`config.mk`:
```
export PLATFORM = sky130hd
export DESIGN_NAME = nvdla_glb_csb_initiator
export DESIGN_NICKNAME = d
export VERILOG_FILES = /design/src/rtl/nvdla_csb_pkg.sv /design/src/rtl/nvdla_csb_req_pack.sv /design/src/rtl/nvdla_glb_csb_initiator.sv
export SDC_FILE = /design/constraint.sdc
export NUM_CORES = 1
export LEC_CHECK = 0
export BUFFER_PORTS_ARGS = -buffer_cell sky130_fd_sc_hd__buf_2
export CAP_MARGIN = 20
export CORE_MARGIN = 3
export CORE_UTILIZATION = 43
export CTS_BUF_LIST = sky130_fd_sc_hd__clkbuf_16
export DETAILED_ROUTE_END_ITERATION = 10
export GPL_TIMING_DRIVEN = 0
export HOLD_SLACK_MARGIN = 0.06
export PLACE_DENSITY = 0.76
export SKIP_LAST_GASP = 1
export SLEW_MARGIN = 40
export SYNTH_ARGS = -nofsm -noshare
export SYNTH_HDL_FRONTEND = slang
export SYNTH_HIERARCHICAL = 1
export SYNTH_SLANG_ARGS = --single-unit
```
`constraint.sdc`:
```
create_clock -name nvdla_core_clk -period 1.4 [get_ports nvdla_core_clk]
set_input_delay 0.14 -clock nvdla_core_clk [delete_from_list [all_inputs] [get_ports nvdla_core_clk]]
set_output_delay 0.14 -clock nvdla_core_clk [all_outputs]
set_load 0.02 [all_outputs]
```
`src/rtl/nvdla_csb_pkg.sv`:
```
// Shared CSB definitions: csb2xx request field layout, xx2csb response type IDs
// and the initiator FSM state encoding.
package nvdla_csb_pkg;

  localparam int ADDR_W    = 22;
  localparam int WDAT_W    = 32;
  localparam int RDAT_W    = 32;
  localparam int WRBE_W    = 4;
  localparam int LEVEL_W   = 2;
  localparam int REQ_PD_W  = 63;
  localparam int RESP_PD_W = 34;

  localparam int ADDR_LSB    = 0;
  localparam int WDAT_LSB    = 22;
  localparam int WRITE_BIT   = 54;
  localparam int NPOSTED_BIT = 55;
  localparam int SRCPRIV_BIT = 56;
  localparam int WRBE_LSB    = 57;
  localparam int LEVEL_LSB   = 61;

  localparam int RESP_ERR_BIT  = 32;
  localparam int RESP_TYPE_BIT = 33;

  localparam logic RESP_RD = 1'b0;
  localparam logic RESP_WR = 1'b1;

  typedef enum logic [1:0] {
    ST_IDLE      = 2'd0,
    ST_REQ       = 2'd1,
    ST_WAIT_RESP = 2'd2,
    ST_DONE      = 2'd3
  } csb_state_e;

endpackage

```
`src/rtl/nvdla_csb_req_pack.sv`:
```
// Combinational packer from a single register-access command to the 63-bit
// csb2xx request payload; shared by the CSB masters.
module nvdla_csb_req_pack
  import nvdla_csb_pkg::*;
(
  input  logic [ADDR_W-1:0]   i_addr,
  input  logic [WDAT_W-1:0]   i_wdat,
  input  logic                i_write,
  input  logic                i_nposted,
  input  logic                i_srcpriv,
  input  logic [WRBE_W-1:0]   i_wrbe,
  input  logic [LEVEL_W-1:0]  i_level,
  output logic [REQ_PD_W-1:0] o_pd
);

  // place each command field at its csb2xx offset
  always_comb begin
    o_pd                           = {REQ_PD_W{1'b0}};
    o_pd[ADDR_LSB +: ADDR_W]       = i_addr;
    o_pd[WDAT_LSB +: WDAT_W]       = i_wdat;
    o_pd[WRITE_BIT]                = i_write;
    o_pd[NPOSTED_BIT]              = i_nposted;
    o_pd[SRCPRIV_BIT]              = i_srcpriv;
    o_pd[WRBE_LSB +: WRBE_W]       = i_wrbe;
    o_pd[LEVEL_LSB +: LEVEL_W]     = i_level;
  end

endmodule

```
`src/rtl/nvdla_glb_csb_initiator.sv`:
```
// CSB master: one outstanding register access from a local controller to a CSB slave.
// Optional response timeout enabled by defining NVDLA_CSB_INITIATOR_TIMEOUT_EN.
module nvdla_glb_csb_initiator
  import nvdla_csb_pkg::*;
#(
  parameter int TIMEOUT_CYCLES = 4096,
  parameter int TO_W           = 13
)
(
  input  logic                 nvdla_core_clk,
  input  logic                 nvdla_core_rstn,
  input  logic                 i_cmd_valid,
  output logic                 o_cmd_ready,
  input  logic [ADDR_W-1:0]    i_cmd_addr,
  input  logic [WDAT_W-1:0]    i_cmd_wdat,
  input  logic                 i_cmd_write,
  input  logic                 i_cmd_nposted,
  input  logic                 i_cmd_srcpriv,
  input  logic [WRBE_W-1:0]    i_cmd_wrbe,
  input  logic [LEVEL_W-1:0]   i_cmd_level,
  output logic                 o_csb2xx_req_pvld,
  input  logic                 i_csb2xx_req_prdy,
  output logic [REQ_PD_W-1:0]  o_csb2xx_req_pd,
  input  logic                 i_xx2csb_resp_valid,
  input  logic [RESP_PD_W-1:0] i_xx2csb_resp_pd,
  output logic                 o_rsp_valid,
  output logic [RDAT_W-1:0]    o_rsp_rdat,
  output logic                 o_rsp_error,
  output logic                 o_rsp_timeout,
  output logic                 o_unsol_err,
  output logic                 o_busy
);

  csb_state_e          r_state;
  csb_state_e          w_state_nxt;
  logic [REQ_PD_W-1:0] w_pd;
  logic [REQ_PD_W-1:0] r_pd;
  logic                r_exp_type;
  logic                w_accept;
  logic                w_resp_take;
  logic                w_to_take;
  logic                w_to_hit;
  logic                r_cmd_ready;
  logic                r_req_pvld;
  logic                r_busy;
  logic                r_rsp_valid;
  logic                r_unsol_err;
  logic [RDAT_W-1:0]   r_rsp_rdat;
  logic                r_rsp_error;
  logic                r_rsp_timeout;

  nvdla_csb_req_pack u_req_pack (
    .i_addr    (i_cmd_addr),
    .i_wdat    (i_cmd_wdat),
    .i_write   (i_cmd_write),
    .i_nposted (i_cmd_nposted),
    .i_srcpriv (i_cmd_srcpriv),
    .i_wrbe    (i_cmd_wrbe),
    .i_level   (i_cmd_level),
    .o_pd      (w_pd)
  );

`ifdef NVDLA_CSB_INITIATOR_TIMEOUT_EN
  localparam logic [TO_W-1:0] TO_LAST = TO_W'(TIMEOUT_CYCLES - 1);
  logic [TO_W-1:0] r_to_cnt;

  // wait counter: held at zero while requesting, counts every WAIT_RESP cycle
  always_ff @(posedge nvdla_core_clk or negedge nvdla_core_rstn) begin
    if (!nvdla_core_rstn) begin
      r_to_cnt <= {TO_W{1'b0}};
    end else if (r_state == ST_REQ) begin
      r_to_cnt <= {TO_W{1'b0}};
    end else if (r_state == ST_WAIT_RESP) begin
      r_to_cnt <= r_to_cnt + TO_W'(1);
    end else begin
      r_to_cnt <= r_to_cnt;
    end
  end

  assign w_to_hit = (r_to_cnt == TO_LAST);
`else
  assign w_to_hit = 1'b0;
`endif

  // next-state decode; a response arriving with the timeout still wins
  always_comb begin
    w_state_nxt = r_state;
    w_accept    = 1'b0;
    w_resp_take = 1'b0;
    w_to_take   = 1'b0;
    case (r_state)
      ST_IDLE: begin
        if (i_cmd_valid) begin
          w_accept    = 1'b1;
          w_state_nxt = ST_REQ;
        end else begin
          w_state_nxt = ST_IDLE;
        end
      end
      ST_REQ: begin
        if (!i_csb2xx_req_prdy) begin
          w_state_nxt = ST_REQ;
        end else if (r_pd[WRITE_BIT] && !r_pd[NPOSTED_BIT]) begin
          w_state_nxt = ST_IDLE;
        end else begin
          w_state_nxt = ST_WAIT_RESP;
        end
      end
      ST_WAIT_RESP: begin
        if (i_xx2csb_resp_valid) begin
          w_resp_take = 1'b1;
          w_state_nxt = ST_DONE;
        end else if (w_to_hit) begin
          w_to_take   = 1'b1;
          w_state_nxt = ST_DONE;
        end else begin
          w_state_nxt = ST_WAIT_RESP;
        end
      end
      ST_DONE: w_state_nxt = ST_IDLE;
      default: w_state_nxt = ST_IDLE;
    endcase
  end

  // state, request payload and handshake outputs, all decoded from next state
  always_ff @(posedge nvdla_core_clk or negedge nvdla_core_rstn) begin
    if (!nvdla_core_rstn) begin
      r_state     <= ST_IDLE;
      r_pd        <= {REQ_PD_W{1'b0}};
      r_exp_type  <= RESP_RD;
      r_cmd_ready <= 1'b1;
      r_req_pvld  <= 1'b0;
      r_busy      <= 1'b0;
      r_rsp_valid <= 1'b0;
      r_unsol_err <= 1'b0;
    end else begin
      r_state     <= w_state_nxt;
      r_cmd_ready <= (w_state_nxt == ST_IDLE);
      r_req_pvld  <= (w_state_nxt == ST_REQ);
      r_busy      <= (w_state_nxt != ST_IDLE);
      r_rsp_valid <= (w_state_nxt == ST_DONE);
      r_unsol_err <= i_xx2csb_resp_valid && (r_state != ST_WAIT_RESP);
      if (w_accept) begin
        r_pd       <= w_pd;
        r_exp_type <= i_cmd_write;
      end else begin
        r_pd       <= r_pd;
        r_exp_type <= r_exp_type;
      end
    end
  end

  // completion capture; write completions never return data
  always_ff @(posedge nvdla_core_clk or negedge nvdla_core_rstn) begin
    if (!nvdla_core_rstn) begin
      r_rsp_rdat    <= {RDAT_W{1'b0}};
      r_rsp_error   <= 1'b0;
      r_rsp_timeout <= 1'b0;
    end else if (w_resp_take) begin
      r_rsp_rdat    <= (r_exp_type == RESP_WR) ? {RDAT_W{1'b0}} : i_xx2csb_resp_pd[RDAT_W-1:0];
      r_rsp_error   <= i_xx2csb_resp_pd[RESP_ERR_BIT] |
                       (i_xx2csb_resp_pd[RESP_TYPE_BIT] != r_exp_type);
      r_rsp_timeout <= 1'b0;
    end else if (w_to_take) begin
      r_rsp_rdat    <= {RDAT_W{1'b0}};
      r_rsp_error   <= 1'b1;
      r_rsp_timeout <= 1'b1;
    end else begin
      r_rsp_rdat    <= r_rsp_rdat;
      r_rsp_error   <= r_rsp_error;
      r_rsp_timeout <= r_rsp_timeout;
    end
  end

  assign o_cmd_ready       = r_cmd_ready;
  assign o_csb2xx_req_pvld = r_req_pvld;
  assign o_csb2xx_req_pd   = r_pd;
  assign o_rsp_valid       = r_rsp_valid;
  assign o_rsp_rdat        = r_rsp_rdat;
  assign o_rsp_error       = r_rsp_error;
  assign o_rsp_timeout     = r_rsp_timeout;
  assign o_unsol_err       = r_unsol_err;
  assign o_busy            = r_busy;

endmodule

```
# Yosys cells after proc, flatten, opt, wreduce, memory -nomap -nowiden
# Index checks and enable logic that the tools add are counted.
# word_totals
regBits,105
latch_bits,0
ram_bits,0
romBits,0
output_inout_bits,102
n_memories,0
# op_classes
addsub,0
n_mul,0
div_mod_pow,0
n_lt_le_gt_ge,0
n_eq_ne,7
n_shift,0
mux,13
n_bitwise,1
reduce_logical,6
# op_table
cell,count
32-bit two-way mux,2
1-bit two-way mux,8
2-bit case mux with 4 select lines,1
"2-bit == test, second input constant",3
"2-bit by 1-bit == test with 1-bit output, second input constant",2
2-bit logical NOT,2
2-bit two-way mux,2
1-bit logical AND,2
"2-bit inequality test, second input constant",1
2-bit nonzero test,1
1-bit logical NOT,1
1-bit inequality test,1
1-bit bitwise OR,1

# Depth between registers and ports, before layout
# logic_depth
ltp_word,6
mapped_depth,6
depth_no_buf,3

# Modules after synthesis
# Netlist, hierarchy kept.
# by_module_without_submodules
mod,n_inst,cells_each,area_each_um2
nvdla_glb_csb_initiator,1,303,4357.9
nvdla_csb_req_pack,1,63,473.0

# Least setup slack after synthesis
# No wires, ideal clock.
# synth_path
path_kind,register to register
startpoint,register r_state[0]
endpoint,"register r_pd[0], in the netlist o_csb2xx_req_pd[0]"
setup_time_ns,0.125
arrival_ns,1.305
required_time_ns,1.275
slack_ns,-0.030
path_stages_with_launch,5
path_buffers,1
period_less_slack_ns,1.430
cell_sequence,dfrtp_1 -> nand2b_4 -> nor2_8 -> buf_12 -> mux2_4
# synth_between
elab_chain_cells,2
# synth_rtl
element,line_no,rtl
start: declaration,nvdla_glb_csb_initiator.sv:34,csb_state_e r_state;
start signal: assignment,nvdla_glb_csb_initiator.sv:137,r_state <= w_state_nxt;
2-bit logical NOT,nvdla_glb_csb_initiator.sv:91,case (r_state)
1-bit two-way mux,nvdla_glb_csb_initiator.sv:91,
end signal: assignment,nvdla_glb_csb_initiator.sv:129,r_pd <= {REQ_PD_W{1'b0}};
end signal: assignment,nvdla_glb_csb_initiator.sv:144,r_pd <= w_pd;
end signal: assignment,nvdla_glb_csb_initiator.sv:147,r_pd <= r_pd;
end: declaration,nvdla_glb_csb_initiator.sv:37,logic [REQ_PD_W-1:0] r_pd;
# No other way between the ends.
# A chain may end at the register's enable or synchronous reset.

# Worst setup path after layout
# layout_path
startpoint,register r_state[0]
endpoint,"register r_pd[17], in the netlist o_csb2xx_req_pd[17]"
# Same word-level chain as after synthesis.

==> results.txt <==
Fin Hold WS: 0.0556 ns
Max_cap viols: 0
TritonCTS buffer count: 9
Internal cell power: 9840 uW
Net switching power: 5900 uW
Clock skew after layout: 0.00524 ns
Place WS: -0.208 ns
Final hold vios: 0
Post-synth top area share: 0.534
Met3 usage: 0.0348
Cell Area, Synth: 4830 um2
Share of cells above drive strength 1: 0.512
H-Tree Level Count: 3
VDD IR max: 0.00112 V
Setup CP Type: reg2reg
GRT Max-Usage Layer: met2
Synth warn: 6
Endpoints failing setup: 43
Largest net degree at the start of global routing: 58
GRT met2 Usage: 0.339
Seq cells post-synth: 104
First-pass GRT wire length: 19,300 um
Setup crit start kind: register
Most frequent cell after synthesis: dfrtp_1
Initial antenna violation count: 0
Die Span Y: 112 um
GR Util All Layers: 0.192
Met1 Usage GRT: 0.234
Synth Instances: 366
Power, Total: 15,700 uW
Unique masters post-synth: 26
Worst endpoint required time: 1.62 ns
CTS tree: done
Die Span X: 112 um
Period utilization: 1.02
# port buffers: 140
Flop pwr share: 0.339
Routed vias: 3,502
Async SR Flop Fraction: 1.00
Post-synthesis sequential area ratio: 0.539
WL/cell: 16.0 um
CP arrival: 1.65 ns
Drt drc: 0
Cell accounting for the most synthesized area: dfrtp_1
Combinational Power Share: 0.509
Failing checks: setup timing
Final HPWL DP: 7600 um
Final #Nets: 720
Clk_lat worst skew: 0.33 ns
Diode count: 0
Clock share of power: 0.152
Clock buffer depth: 2
Pwr dens: 2190 nW/um2
Mean Syn Cell Area: 13.2 um2
Row Count: 38
P_leak: 0.00363 uW
CP endpoint kind: register
Synth area leaders: dfrtp_1, mux2_4, buf_4
FILL cells: 788
CP max FO: 8
Primary FF master, synth: dfrtp_1
Sw Share: 0.375
Io pins: 204
Final worst slack: -0.0322 ns
Root Driver: clkbuf_16
Initial Utilization: 0.444
Post-synth top cells: dfrtp_1, buf_4, mux2_4, nand2_1
EDFF count, synth: 0
CORE AREA: 10,900 um2
Max-slew violations: 0
F_max: 0.698 GHz
Grt total ovfl: 0
Routed Antenna Nets: 0
Hold Crit Class: in2reg
Final WL: 12,200 um
DIE AREA: 12,500 um2
Mapped Nets: 468
Vias in the first global route: 3,781
RSZ-0062 raised after global routing: yes
Clk slew on worst S/H paths: 0.07 ns
Area Overhead vs Synth: 48.6%
Iteration-0 DRC Markers: 162
Vias/cell: 4.59
Fin crit period: 1.43 ns
Outcome: finished with violations
Finished Core Util: 0.659
# clock sinks: 104
Pre-Repair DR Iteration Count: 4
Final GP Congestion: 0.781
## per-stage QoR
stage	cell area, um2	TNS [ns]	cells
after CTS	7010	-1.51	754
after floorplan	4830	-1.78	366
final	7180	-0.747	763
after detailed placement	5740	-11.68	647
after global placement	5710	-94.74	646
after global routing	7180	-3.35	763
## timing repair
action                                 CTS  global route
cloned                                   2             7
endpoints found under the hold margin  128             0
hold buffers                            82             0
resized for setup                        9            35
setup buffers                            7             2
setup endpoints to repair               65            96
pin swaps                                1             1
## power groups by stage
stage | clock [uW] | sequential (uW) | combinational, uW
floorplan | 0 | 7070 | 3140
global placement | 0 | 5260 | 6960
finish | 2390 | 5340 | 8020
global route | 2610 | 5520 | 8510
CTS | 2460 | 5320 | 7710
detailed placement | 0 | 5340 | 7140
## metal layers
metal	wire length [um]	part of all wire
met2	6450	0.53
met5	0	0
met4	274	0.023
met1	4780	0.39
met3	665	0.055
## area by class of cell
type                       count  area (um2)  area share
clock inverter                 7        55.1     0.00767
buffer                        81         683      0.0952
timing repair buffer         241        1850       0.258
inverter                       1        3.75    0.000523
tap                          140         175      0.0244
multi-input combinational    180        1580       0.220
clock buffer                   9         225      0.0314
sequential                   104        2610       0.363
## state kept, by name (all words and copies together) (netlist names)
signal	count
r_state	2
r_exp_type	1
o_csb2xx_req_pd	63
o_busy	1
o_csb2xx_req_pvld	1
o_unsol_err	1
o_cmd_ready	1
o_rsp_valid	1
o_rsp_rdat	32
o_rsp_error	1
## kinds of logic after synthesis
group | count (synthesis) | share of synthesized area
AND/OR/NAND/NOR | 76 | 0.0852
XOR/XNOR | 1 | 0.00181
AO/OA/AOI/OAI | 38 | 0.0414
flip-flops | 104 | 0.539
buffers and inverters | 82 | 0.136
other | 1 | 0.000776
multiplexers | 64 | 0.196
## critical path: stages, from the launching register on
cell	delay (ns)
dfrtp_2	0.41
nand2b_4	0.17
nor2_8	0.12
buf_12	0.17
clkbuf_16	0.16
mux2_4	0.29
## final timing paths
check,endpoint,slack [ns],cells after the start,start
setup / recovery,o_csb2xx_req_pd[17]$_DFFE_PN0P_,-0.03,5,r_state[0]$_DFF_PN0_
hold / removal,o_rsp_rdat[3]$_DFFE_PN0P_,0.06,3,i_xx2csb_resp_pd[3]
setup reg to reg,o_csb2xx_req_pd[17]$_DFFE_PN0P_,-0.03,5,r_state[0]$_DFF_PN0_
hold reg to reg,o_rsp_rdat[1]$_DFFE_PN0P_,0.48,2,o_rsp_rdat[1]$_DFFE_PN0P_
max in group asynchronous,o_cmd_ready$_DFF_PN1_,0.46,3,nvdla_core_rstn
min in group asynchronous,o_csb2xx_req_pd[13]$_DFFE_PN0P_,0.31,2,nvdla_core_rstn
## cell usage in the layout (no fill, tap or decap), types with 3 or more instances in the layout
cell           synthesis  layout
nand2b_1              33      33
buf_12                 6       9
o21ai_1                0      17
dfrtp_1              103     102
buf_4                 66      72
clkbuf_2               0       3
buf_2                  3     139
nor2b_1                3       3
clkbuf_16              0      13
o21ai_0               33      16
nand2_1               34      34
buf_6                  0       5
buf_16                 0       3
inv_1                  1       3
mux2_4                60      63
dlygate4sd3_1          0      82
Note: power is estimated with default switching activity, not from simulation.
